**config.mk**
```make
export PLATFORM = sky130hd
export DESIGN_NAME = picorv32_ifetch_buffer
export DESIGN_NICKNAME = d
export VERILOG_FILES = /design/src/rtl/picorv32_ifb_pkg.sv /design/src/rtl/picorv32_ifb_line.sv /design/src/rtl/picorv32_ifetch_buffer.sv
export SDC_FILE = /design/constraint.sdc
export NUM_CORES = 1
export LEC_CHECK = 0
export BUFFER_PORTS_ARGS = -buffer_cell sky130_fd_sc_hd__buf_2
export CORE_UTILIZATION = 52
export CTS_BUF_LIST = sky130_fd_sc_hd__clkbuf_8
export CTS_CLUSTER_DIAMETER = 60
export DETAILED_ROUTE_END_ITERATION = 8
export PLACE_DENSITY_LB_ADDON = 0.25
export SKIP_LAST_GASP = 1
export SLEW_MARGIN = 40
export SYNTH_ARGS = -nofsm -noshare
export SYNTH_HDL_FRONTEND = slang
export SYNTH_SLANG_ARGS = --single-unit
```
**constraint.sdc**
```tcl
create_clock -name clk -period 2.8 [get_ports clk]
set_clock_uncertainty 0.15 [all_clocks]
set_input_delay 0.56 -clock clk [delete_from_list [all_inputs] [get_ports clk]]
set_output_delay 0.56 -clock clk [all_outputs]
set_load 0.01 [all_outputs]
```
**src/rtl/picorv32_ifb_pkg.sv**
```systemverilog
// Shared types and constants for the PicoRV32 instruction prefetch buffer.
package picorv32_ifb_pkg;

  localparam int WORD_W = 32;

  typedef enum logic [1:0] {
    IDLE,
    PASS,
    FILL,
    RESP
  } ifb_state_t;

  function automatic int clog2(input int value);
    int r;
    r = 0;
    for (int i = 0; i < 31; i++) begin
      if ((1 << i) < value) r = i + 1;
    end
    return r;
  endfunction

endpackage

```
**src/rtl/picorv32_ifb_line.sv**
```systemverilog
// Single buffered line: tag, valid bit, word storage, fill write port and hit compare.
module picorv32_ifb_line
  import picorv32_ifb_pkg::*;
#(
  parameter int LINE_WORDS = 4,
  parameter int OB         = 2,
  parameter int TW         = WORD_W - OB - 2
) (
  input  logic              clk,
  input  logic              resetn,
  input  logic              tag_ld,
  input  logic [TW-1:0]     tag_in,
  input  logic              vld_set,
  input  logic              vld_clr,
  input  logic              wr_en,
  input  logic [OB-1:0]     wr_idx,
  input  logic [WORD_W-1:0] wr_data,
  input  logic [TW-1:0]     cmp_tag,
  input  logic [OB-1:0]     rd_idx,
  output logic [WORD_W-1:0] rd_data,
  output logic [TW-1:0]     tag,
  output logic              hit
);

  logic [TW-1:0]     tag_q, tag_d;
  logic              vld_q, vld_d;
  logic [WORD_W-1:0] data_q [LINE_WORDS];

  // Clear has priority so an invalidate can never be lost to a concurrent set.
  always_comb begin
    tag_d = tag_q;
    vld_d = vld_q;
    if (tag_ld)  tag_d = tag_in;
    if (vld_set) vld_d = 1'b1;
    if (vld_clr) vld_d = 1'b0;
  end

  always_ff @(posedge clk or negedge resetn) begin
    if (!resetn) begin
      tag_q <= '0;
      vld_q <= 1'b0;
    end else begin
      tag_q <= tag_d;
      vld_q <= vld_d;
    end
  end

  always_ff @(posedge clk) begin
    if (wr_en) data_q[wr_idx] <= wr_data;
  end

  assign rd_data = data_q[rd_idx];
  assign tag     = tag_q;
  assign hit     = vld_q && (tag_q == cmp_tag);

endmodule

```
**src/rtl/picorv32_ifetch_buffer.sv**
```systemverilog
// Single-line instruction prefetch buffer between the PicoRV32 native port and a native-protocol downstream.
module picorv32_ifetch_buffer
  import picorv32_ifb_pkg::*;
#(
  parameter int LINE_WORDS = 4,
  parameter bit CACHE_EN   = 1'b1
) (
  input  logic              clk,
  input  logic              resetn,
  input  logic              flush,
  input  logic              mem_valid,
  input  logic              mem_instr,
  input  logic [WORD_W-1:0] mem_addr,
  input  logic [WORD_W-1:0] mem_wdata,
  input  logic [3:0]        mem_wstrb,
  output logic              mem_ready,
  output logic [WORD_W-1:0] mem_rdata,
  output logic              dn_valid,
  output logic              dn_instr,
  output logic [WORD_W-1:0] dn_addr,
  output logic [WORD_W-1:0] dn_wdata,
  output logic [3:0]        dn_wstrb,
  input  logic              dn_ready,
  input  logic [WORD_W-1:0] dn_rdata
);

  localparam int            OB       = clog2(LINE_WORDS);
  localparam int            TW       = WORD_W - OB - 2;
  localparam logic [OB-1:0] LAST_IDX = OB'(LINE_WORDS - 1);

  ifb_state_t        state_q, state_d;
  logic              mem_ready_q, mem_ready_d;
  logic [WORD_W-1:0] mem_rdata_q, mem_rdata_d;
  logic              dn_valid_q, dn_valid_d;
  logic              dn_instr_q, dn_instr_d;
  logic [WORD_W-1:0] dn_addr_q, dn_addr_d;
  logic [WORD_W-1:0] dn_wdata_q, dn_wdata_d;
  logic [3:0]        dn_wstrb_q, dn_wstrb_d;
  logic [OB-1:0]     fill_idx_q, fill_idx_d;
  logic [OB-1:0]     word_sel_q, word_sel_d;
  logic              flush_pend_q, flush_pend_d;
  logic              ign_q, ign_d;

  logic              tag_ld, vld_set, vld_clr, wr_en, line_hit, is_iread;
  logic [TW-1:0]     req_tag, line_tag;
  logic [OB-1:0]     req_idx, rd_idx, fill_next;
  logic [WORD_W-1:0] line_rdata;

  assign req_tag   = mem_addr[WORD_W-1:OB+2];
  assign req_idx   = mem_addr[OB+1:2];
  assign rd_idx    = (state_q == FILL) ? word_sel_q : req_idx;
  assign fill_next = fill_idx_q + OB'(1);
  assign is_iread  = mem_instr && (mem_wstrb == 4'b0000);

  picorv32_ifb_line #(
    .LINE_WORDS(LINE_WORDS),
    .OB        (OB),
    .TW        (TW)
  ) u_line (
    .clk    (clk),
    .resetn (resetn),
    .tag_ld (tag_ld),
    .tag_in (req_tag),
    .vld_set(vld_set),
    .vld_clr(vld_clr),
    .wr_en  (wr_en),
    .wr_idx (fill_idx_q),
    .wr_data(dn_rdata),
    .cmp_tag(req_tag),
    .rd_idx (rd_idx),
    .rd_data(line_rdata),
    .tag    (line_tag),
    .hit    (line_hit)
  );

  always_comb begin
    state_d      = state_q;
    mem_ready_d  = 1'b0;
    mem_rdata_d  = mem_rdata_q;
    dn_valid_d   = dn_valid_q;
    dn_instr_d   = dn_instr_q;
    dn_addr_d    = dn_addr_q;
    dn_wdata_d   = dn_wdata_q;
    dn_wstrb_d   = dn_wstrb_q;
    fill_idx_d   = fill_idx_q;
    word_sel_d   = word_sel_q;
    flush_pend_d = flush_pend_q;
    ign_d        = 1'b0;
    tag_ld       = 1'b0;
    vld_set      = 1'b0;
    vld_clr      = 1'b0;
    wr_en        = 1'b0;

    case (state_q)
      IDLE: begin
        if (flush) vld_clr = 1'b1;
        // The cycle after a response is skipped: the CPU is still dropping mem_valid.
        if (mem_valid && !ign_q) begin
          if (CACHE_EN && is_iread && line_hit && !flush) begin
            mem_rdata_d = line_rdata;
            mem_ready_d = 1'b1;
            state_d     = RESP;
          end else if (CACHE_EN && is_iread) begin
            tag_ld     = 1'b1;
            vld_clr    = 1'b1;
            fill_idx_d = '0;
            word_sel_d = req_idx;
            dn_valid_d = 1'b1;
            dn_instr_d = 1'b1;
            dn_wstrb_d = 4'b0000;
            dn_wdata_d = '0;
            dn_addr_d  = {req_tag, {OB{1'b0}}, 2'b00};
            state_d    = FILL;
          end else begin
            if ((mem_wstrb != 4'b0000) && line_hit) vld_clr = 1'b1;
            dn_valid_d = 1'b1;
            dn_instr_d = mem_instr;
            dn_addr_d  = mem_addr;
            dn_wdata_d = mem_wdata;
            dn_wstrb_d = mem_wstrb;
            state_d    = PASS;
          end
        end
      end

      PASS: begin
        if (flush) vld_clr = 1'b1;
        if (dn_ready) begin
          mem_rdata_d = dn_rdata;
          dn_valid_d  = 1'b0;
          mem_ready_d = mem_valid;
          state_d     = mem_valid ? RESP : IDLE;
        end
      end

      FILL: begin
        if (flush) flush_pend_d = 1'b1;
        if (dn_valid_q) begin
          if (dn_ready) begin
            wr_en      = 1'b1;
            dn_valid_d = 1'b0;
          end
        end else if (fill_idx_q == LAST_IDX) begin
          // Gap cycle after the last word: the whole line is now readable.
          vld_set      = !(flush_pend_q || flush);
          mem_rdata_d  = line_rdata;
          flush_pend_d = 1'b0;
          mem_ready_d  = mem_valid;
          state_d      = mem_valid ? RESP : IDLE;
        end else begin
          fill_idx_d = fill_next;
          dn_valid_d = 1'b1;
          dn_addr_d  = {line_tag, fill_next, 2'b00};
        end
      end

      RESP: begin
        if (flush) vld_clr = 1'b1;
        ign_d   = 1'b1;
        state_d = IDLE;
      end

      default: state_d = IDLE;
    endcase
  end

  always_ff @(posedge clk or negedge resetn) begin
    if (!resetn) begin
      state_q      <= IDLE;
      mem_ready_q  <= 1'b0;
      mem_rdata_q  <= '0;
      dn_valid_q   <= 1'b0;
      dn_instr_q   <= 1'b0;
      dn_addr_q    <= '0;
      dn_wdata_q   <= '0;
      dn_wstrb_q   <= 4'b0000;
      fill_idx_q   <= '0;
      word_sel_q   <= '0;
      flush_pend_q <= 1'b0;
      ign_q        <= 1'b0;
    end else begin
      state_q      <= state_d;
      mem_ready_q  <= mem_ready_d;
      mem_rdata_q  <= mem_rdata_d;
      dn_valid_q   <= dn_valid_d;
      dn_instr_q   <= dn_instr_d;
      dn_addr_q    <= dn_addr_d;
      dn_wdata_q   <= dn_wdata_d;
      dn_wstrb_q   <= dn_wstrb_d;
      fill_idx_q   <= fill_idx_d;
      word_sel_q   <= word_sel_d;
      flush_pend_q <= flush_pend_d;
      ign_q        <= ign_d;
    end
  end

  assign mem_ready = mem_ready_q;
  assign mem_rdata = mem_rdata_q;
  assign dn_valid  = dn_valid_q;
  assign dn_instr  = dn_instr_q;
  assign dn_addr   = dn_addr_q;
  assign dn_wdata  = dn_wdata_q;
  assign dn_wstrb  = dn_wstrb_q;

endmodule

```
**Word level (Yosys, flattened, before mapping)**

Memories as Yosys holds them, arrays and structs flattened.
Index checks and enable logic that the tools add are counted.

- $add $sub $neg: 1
- Multiply operators: 0
- Divide/modulo/power cells: 0
- Order comparisons: 0
- Eq/ne operators: 13
- Shift-type cells: 0
- Muxes and demuxes: 67
- Bitwise operators: 1
- Reduce and logical (&&, ||, !) cells: 24

Operators by type and width:

| cell | count |
|---|---|
| 32-bit 2-to-1 mux | 10 |
| 32-bit case mux with 3 select lines | 1 |
| 32-bit case mux with 2 select lines | 1 |
| 1-bit 2-to-1 mux | 35 |
| 28-bit == test | 1 |
| 2-bit 2-to-1 mux | 13 |
| 2-bit != test, second input constant | 7 |
| 4-bit AND reduction | 3 |
| 6-bit AND reduction | 2 |
| 4-bit 2-to-1 mux | 2 |
| 2-bit case mux with 4 select lines | 1 |
| 2-bit == test, second input constant | 3 |
| 1-bit logical AND | 6 |
| 1-bit case mux with 3 select lines | 2 |
| 5-bit AND reduction | 1 |
| 4-bit zero test | 1 |
| 2-bit case mux with 2 select lines | 1 |
| 2-bit nonzero test | 2 |
| 4-bit nonzero test | 1 |
| 1-bit zero test | 3 |
| 3-bit AND reduction | 1 |
| 3-bit nonzero test | 1 |
| 2-bit by 1-bit adder with 2-bit output, second input constant | 1 |
| 2-bit by 1-bit == test with 1-bit output, second input constant | 1 |
| other kinds (6) | 6 |

- Flip-flop bits (word level): 140
- Latch bits: 0
- Memory bits (writable): 128
- Bits in read-only memories: 0
- Output and inout bits: 103
- Word-level logic and storage cells: 121
- Memories kept: 1

Memory list:

| name | depth | bits a word | read ports | clocked after Yosys merged registers in | write ports | RTL line | text |
|---|---|---|---|---|---|---|---|
| u_line.data_q | 4 | 32 | 1 | 0 | 1 | picorv32_ifb_line.sv:27 | `logic [WORD_W-1:0] data_q [LINE_WORDS];` |

**Longest topological paths before layout**

- Word-level depth: 9
- Mapped depth: 10
- Mapped depth without buffers: 8

**Hierarchy**

Synthesis repeated with hierarchy kept, for this count alone.

- Cells, all modules: 645
- Area total of the unflattened synthesis: 11188.2 µm²

Modules (own cells, without submodules):

| module | instances | cells an instance | area an instance (µm²) |
|---|---|---|---|
| picorv32_ifb_line | 1 | 272 | 6059.6 |
| picorv32_ifetch_buffer | 1 | 373 | 5128.7 |

**Worst setup path after synthesis**

Ideal clock, no wire load.

- Kind: register to register
- Start point: register state_q[0]
- End point: register mem_rdata_q[0] (netlist: mem_rdata[0])
- Arrival: 2.600 ns
- Required time: 2.523 ns
- Slack: -0.077 ns
- Cell stages (with the launch flop): 9
- Buffers on the path: 2
- Period minus slack after synthesis: 2.877 ns
- Path through: dfrtp_1 inv_1 ha_1 buf_2 mux2i_1 buf_2 mux4_2 mux2_2 mux2_1

- Longest elaborated chain between the ends: 6

Ends and longest elaborated chain:

| item | RTL line | text |
|---|---|---|
| from (decl) | picorv32_ifetch_buffer.sv:31 | `ifb_state_t state_q, state_d;` |
| from (signal assigned) | picorv32_ifetch_buffer.sv:182 | `state_q <= state_d;` |
| 2-bit == test | picorv32_ifetch_buffer.sv:51, picorv32_ifetch_buffer.sv:94 |  |
| 2-bit 2-to-1 mux | picorv32_ifetch_buffer.sv:51 | `assign rd_idx = (state_q == FILL) ? word_sel_q : req_idx;` |
| memory 4 x 32 bit | -- |  |
| 32-bit 2-to-1 mux, on equally long branches | picorv32_ifetch_buffer.sv:143, picorv32_ifetch_buffer.sv:99 |  |
| 32-bit 2-to-1 mux, on equally long branches | picorv32_ifetch_buffer.sv:138, picorv32_ifetch_buffer.sv:98 |  |
| 32-bit case mux with 3 select lines | picorv32_ifetch_buffer.sv:94 | `case (state_q)` |
| to (signal assigned) | picorv32_ifetch_buffer.sv:184 | `mem_rdata_q <= mem_rdata_d;` |
| to (decl) | picorv32_ifetch_buffer.sv:33 | `logic [WORD_W-1:0] mem_rdata_q, mem_rdata_d;` |

Parallel ways exist; a longest one is shown, timed or not. The select of a mux whose other input is x is not followed.
A chain may end at the register's enable or synchronous reset.

**Worst setup path in the final report**

- Start point: register u_line.tag_q[19] (netlist: u_line.tag[19])
- End point: register mem_rdata_q[23] (netlist: mem_rdata[23])

- Longest elaborated chain between the ends: 6

Ends and longest elaborated chain:

| item | RTL line | text |
|---|---|---|
| from (decl) | picorv32_ifb_line.sv:25 | `logic [TW-1:0] tag_q, tag_d;` |
| from (signal assigned) | picorv32_ifb_line.sv:43 | `tag_q <= tag_d;` |
| 28-bit == test | picorv32_ifb_line.sv:54 | `assign hit = vld_q && (tag_q == cmp_tag);` |
| 1-bit logical AND | picorv32_ifb_line.sv:54 |  |
| 1-bit logical AND (2 in a row) | picorv32_ifetch_buffer.sv:99 | `if (CACHE_EN && is_iread && line_hit && !flush) begin` |
| 2-bit != test (no source line) | -- |  |
| 6-bit AND reduction (no source line) | -- |  |

No other way between the ends.

==> flow_summary.ini <==
[run_status]
outcome = finished, final reports clean

[grt]
grt_pass1_wl_um = 37900
overflow = 0
grt_max_degree = 58
antenna_found_initial = 2
grt_pass1_vias = 7274
grt_usage = 0.223

[finish]
fin_nets = 1060
final_layout_size_suffix_gt1_frac = 0.538
fin_area_mm2 = 0.0142
nFillCells = 1480
final_common_cell = buf_2
areaGrowthSynthToFinish_pct = 25.8
layout_common_cells = 207 x buf_2, 140 x dfrtp_1, 128 x edfxtp_1
final_core_util = 0.670

[placement]
hpwlAfterDp_um = 16300
gp_congestion = 0.775
numPortBuffers = 208
placed_cell_area_mm2 = 0.0130

[yosys]
syn_inst = 666
yosys_warnings = 0
syn-cell-area_mm2 = 0.0113
yosysSeqAreaShare = 0.652
yosysTopAreaCellShare = 0.341
synth-seq-cells = 268
synth_edf_count = 128
async_flop_share = 0.522
yosysTopAreaCell = edfxtp_1
synth.avg_cell_area_um2 = 16.9
syn_nets = 780
synth.area.top_cells = edfxtp_1 34%, dfrtp_1 31%, mux2_2 13%, mux4_2 6.4%, a22o_1 2.5%
ys.flop_type = dfrtp_1
ys_types = 43

[worst_setup_path]
r2r-start = u_line.tag[19]
ff2ff_setup_slack_ns = 0.03
r2r_end = mem_rdata[23]
cp_max_fo = 8
crit_type = register to register
worstPathRequired_ns = 3.06
r2r_cells = 8
end_kind = register
worst_ep_arrival_time_ns = 3.04
start_kind = register

[routing]
drtPass1Iterations = 6
avgViaCountPerCell = 5.44
wl_met1_um = 10100
drt-initial-drc-count = 394
maxUsedRoutingLayer = met5
wl_met2_um = 12600
via_count = 6837
routed-wl-met3_um = 1490
avgRoutedWirePerCell_um = 19.6
ant_nets = 0
totalWireLength_um = 24600
drc = 0

[min_path]
hold_end = dn_wdata[31]
min_path_type = input port to register
hold_path.startpoint = mem_wdata[31]
holdPathStages = 2

[cts]
clkSinkCount = 268
clkSlewWorstSetupHoldPaths_ns = 0.06
clock_path_buffers = 3
cts_buffers = 44
clk_latency_ns = 0.55
clockRootBuffer = clkbuf_8
htree_levels = 2
cts_tree = yes

[timing]
rsz0062_at_grt = yes
min_period_ns = 2.77
relSlewSlack = 0.671
fmax_mhz = 360
final_hold_viol_count = 0
drv_slew = 0
timing_worst_slew_pin_value_ns = 0.493
final-setup-viol-count = 0
fin_crit_sh = 0.991

[pwr]
power.total_mw = 14.7
p_per_area_mw_per_mm2 = 1040
p_leak_nw = 6.16
vdd_drop_max_mv = 0.603

[die]
start_util = 0.532
io-pin-count = 209
core-area_mm2 = 0.0212
fp.dieW_um = 149
dieArea_mm2 = 0.0223
rows = 53
die_height_um = 149

[job]
max_cap_violations = 0
[state kept, by name, indices dropped and copies added, names as in the netlist, 2 cells and up]
signal,flops
mem_rdata,32
u_line.tag,28
word_sel_q,2
dn_wstrb,4
dn_wdata,32
dn_addr,32
fill_idx_q,2
state_q,2
u_line.data_q,128
[area by class of cell]
| class | count | area (um2) | share of cell area |
|---|---|---|---|
| multi-input cells | 349 | 3870 | 0.273 |
| diodes | 1 | 2.50 | 0.000177 |
| clock buffers | 51 | 702 | 0.0495 |
| well taps | 275 | 344 | 0.0243 |
| clock inverters | 29 | 153 | 0.0108 |
| flip-flops and latches | 268 | 7350 | 0.518 |
| inverters | 16 | 60.1 | 0.00424 |
| repair buffers | 267 | 1700 | 0.120 |
[worst max-delay path, stage by stage (launching register included)]
cell	delay [ns]
dfrtp_1	0.41
xor2_1	0.16
nor4_2	0.33
nand3_1	0.19
or4_4	0.59
a21boi_4	0.22
buf_6	0.14
buf_12	0.13
mux2_2	0.34
[timing repair]
item,4_1_cts,5_1_grt
hold buffers,1,0
hold endpoints to repair,41,0
pin swaps,0,3
gates cloned,0,2
endpoints found under the setup margin,90,121
buffers inserted,0,7
gates resized for setup,7,27
[per-stage QoR]
step,instances,hold WS [ns],worst slack (ns),TNS [ns]
6_report,1256,0.0957,0.0257,0
5_1_grt,1256,0.0656,-0.0987,-1.92
2_1_floorplan,666,0.114,0.00902,0
3_5_place_dp,1165,0.321,-0.488,-42.82
3_3_place_gp,1165,0.313,-0.298,-29.89
4_1_cts,1246,0.0611,0.0120,0
[cell families after synthesis]
logic type	count (synthesis)	synth area share
simple gates	64	0.0300
mux	193	0.228
flops	268	0.652
xor+xnor	19	0.0148
fa+ha+maj	8	0.00889
compound gates	65	0.0450
buf+inv	49	0.0215
[cells in the mapped netlist, drive strengths merged, types with 7 or more instances]
library cell,n
a21oi,8
a22o,32
buf,18
clkbuf,15
dfrtp,140
edfxtp,128
ha,8
inv,15
mux2,154
mux2i,7
mux4,32
nand2,20
nor2,8
nor2b,9
o21ai,7
xor2,13
[power breakdown]
part	switching, mW	leakage, nW	internal [mW]
sequential	0.578	2.90	5.14
clock	1.48	0.502	1.76
combinational	2.55	2.76	3.18
[worst max path at each step]
stage | from | endpoint | slack, ns
2_1_floorplan | state_q[0] | mem_rdata[3] | 0.009
5_1_grt | u_line.tag[5] | mem_rdata[23] | -0.1
3_3_place_gp | mem_addr[11] | mem_rdata[26] | -0.30
3_5_place_dp | mem_addr[25] | dn_wdata[0] | -0.49
4_1_cts | u_line.tag[15] | mem_rdata[23] | 0.01
6_report | u_line.tag[19] | mem_rdata[23] | 0.03
[layer usage]
metal / up-vias / global-route usage
met4: 2 / 0.0658
met3: 42 / 0.0550
li1: 3097 / -
met1: 3472 / 0.287
met5: - / 0
met2: 224 / 0.374
Note: power is estimated with default switching activity, not from simulation.
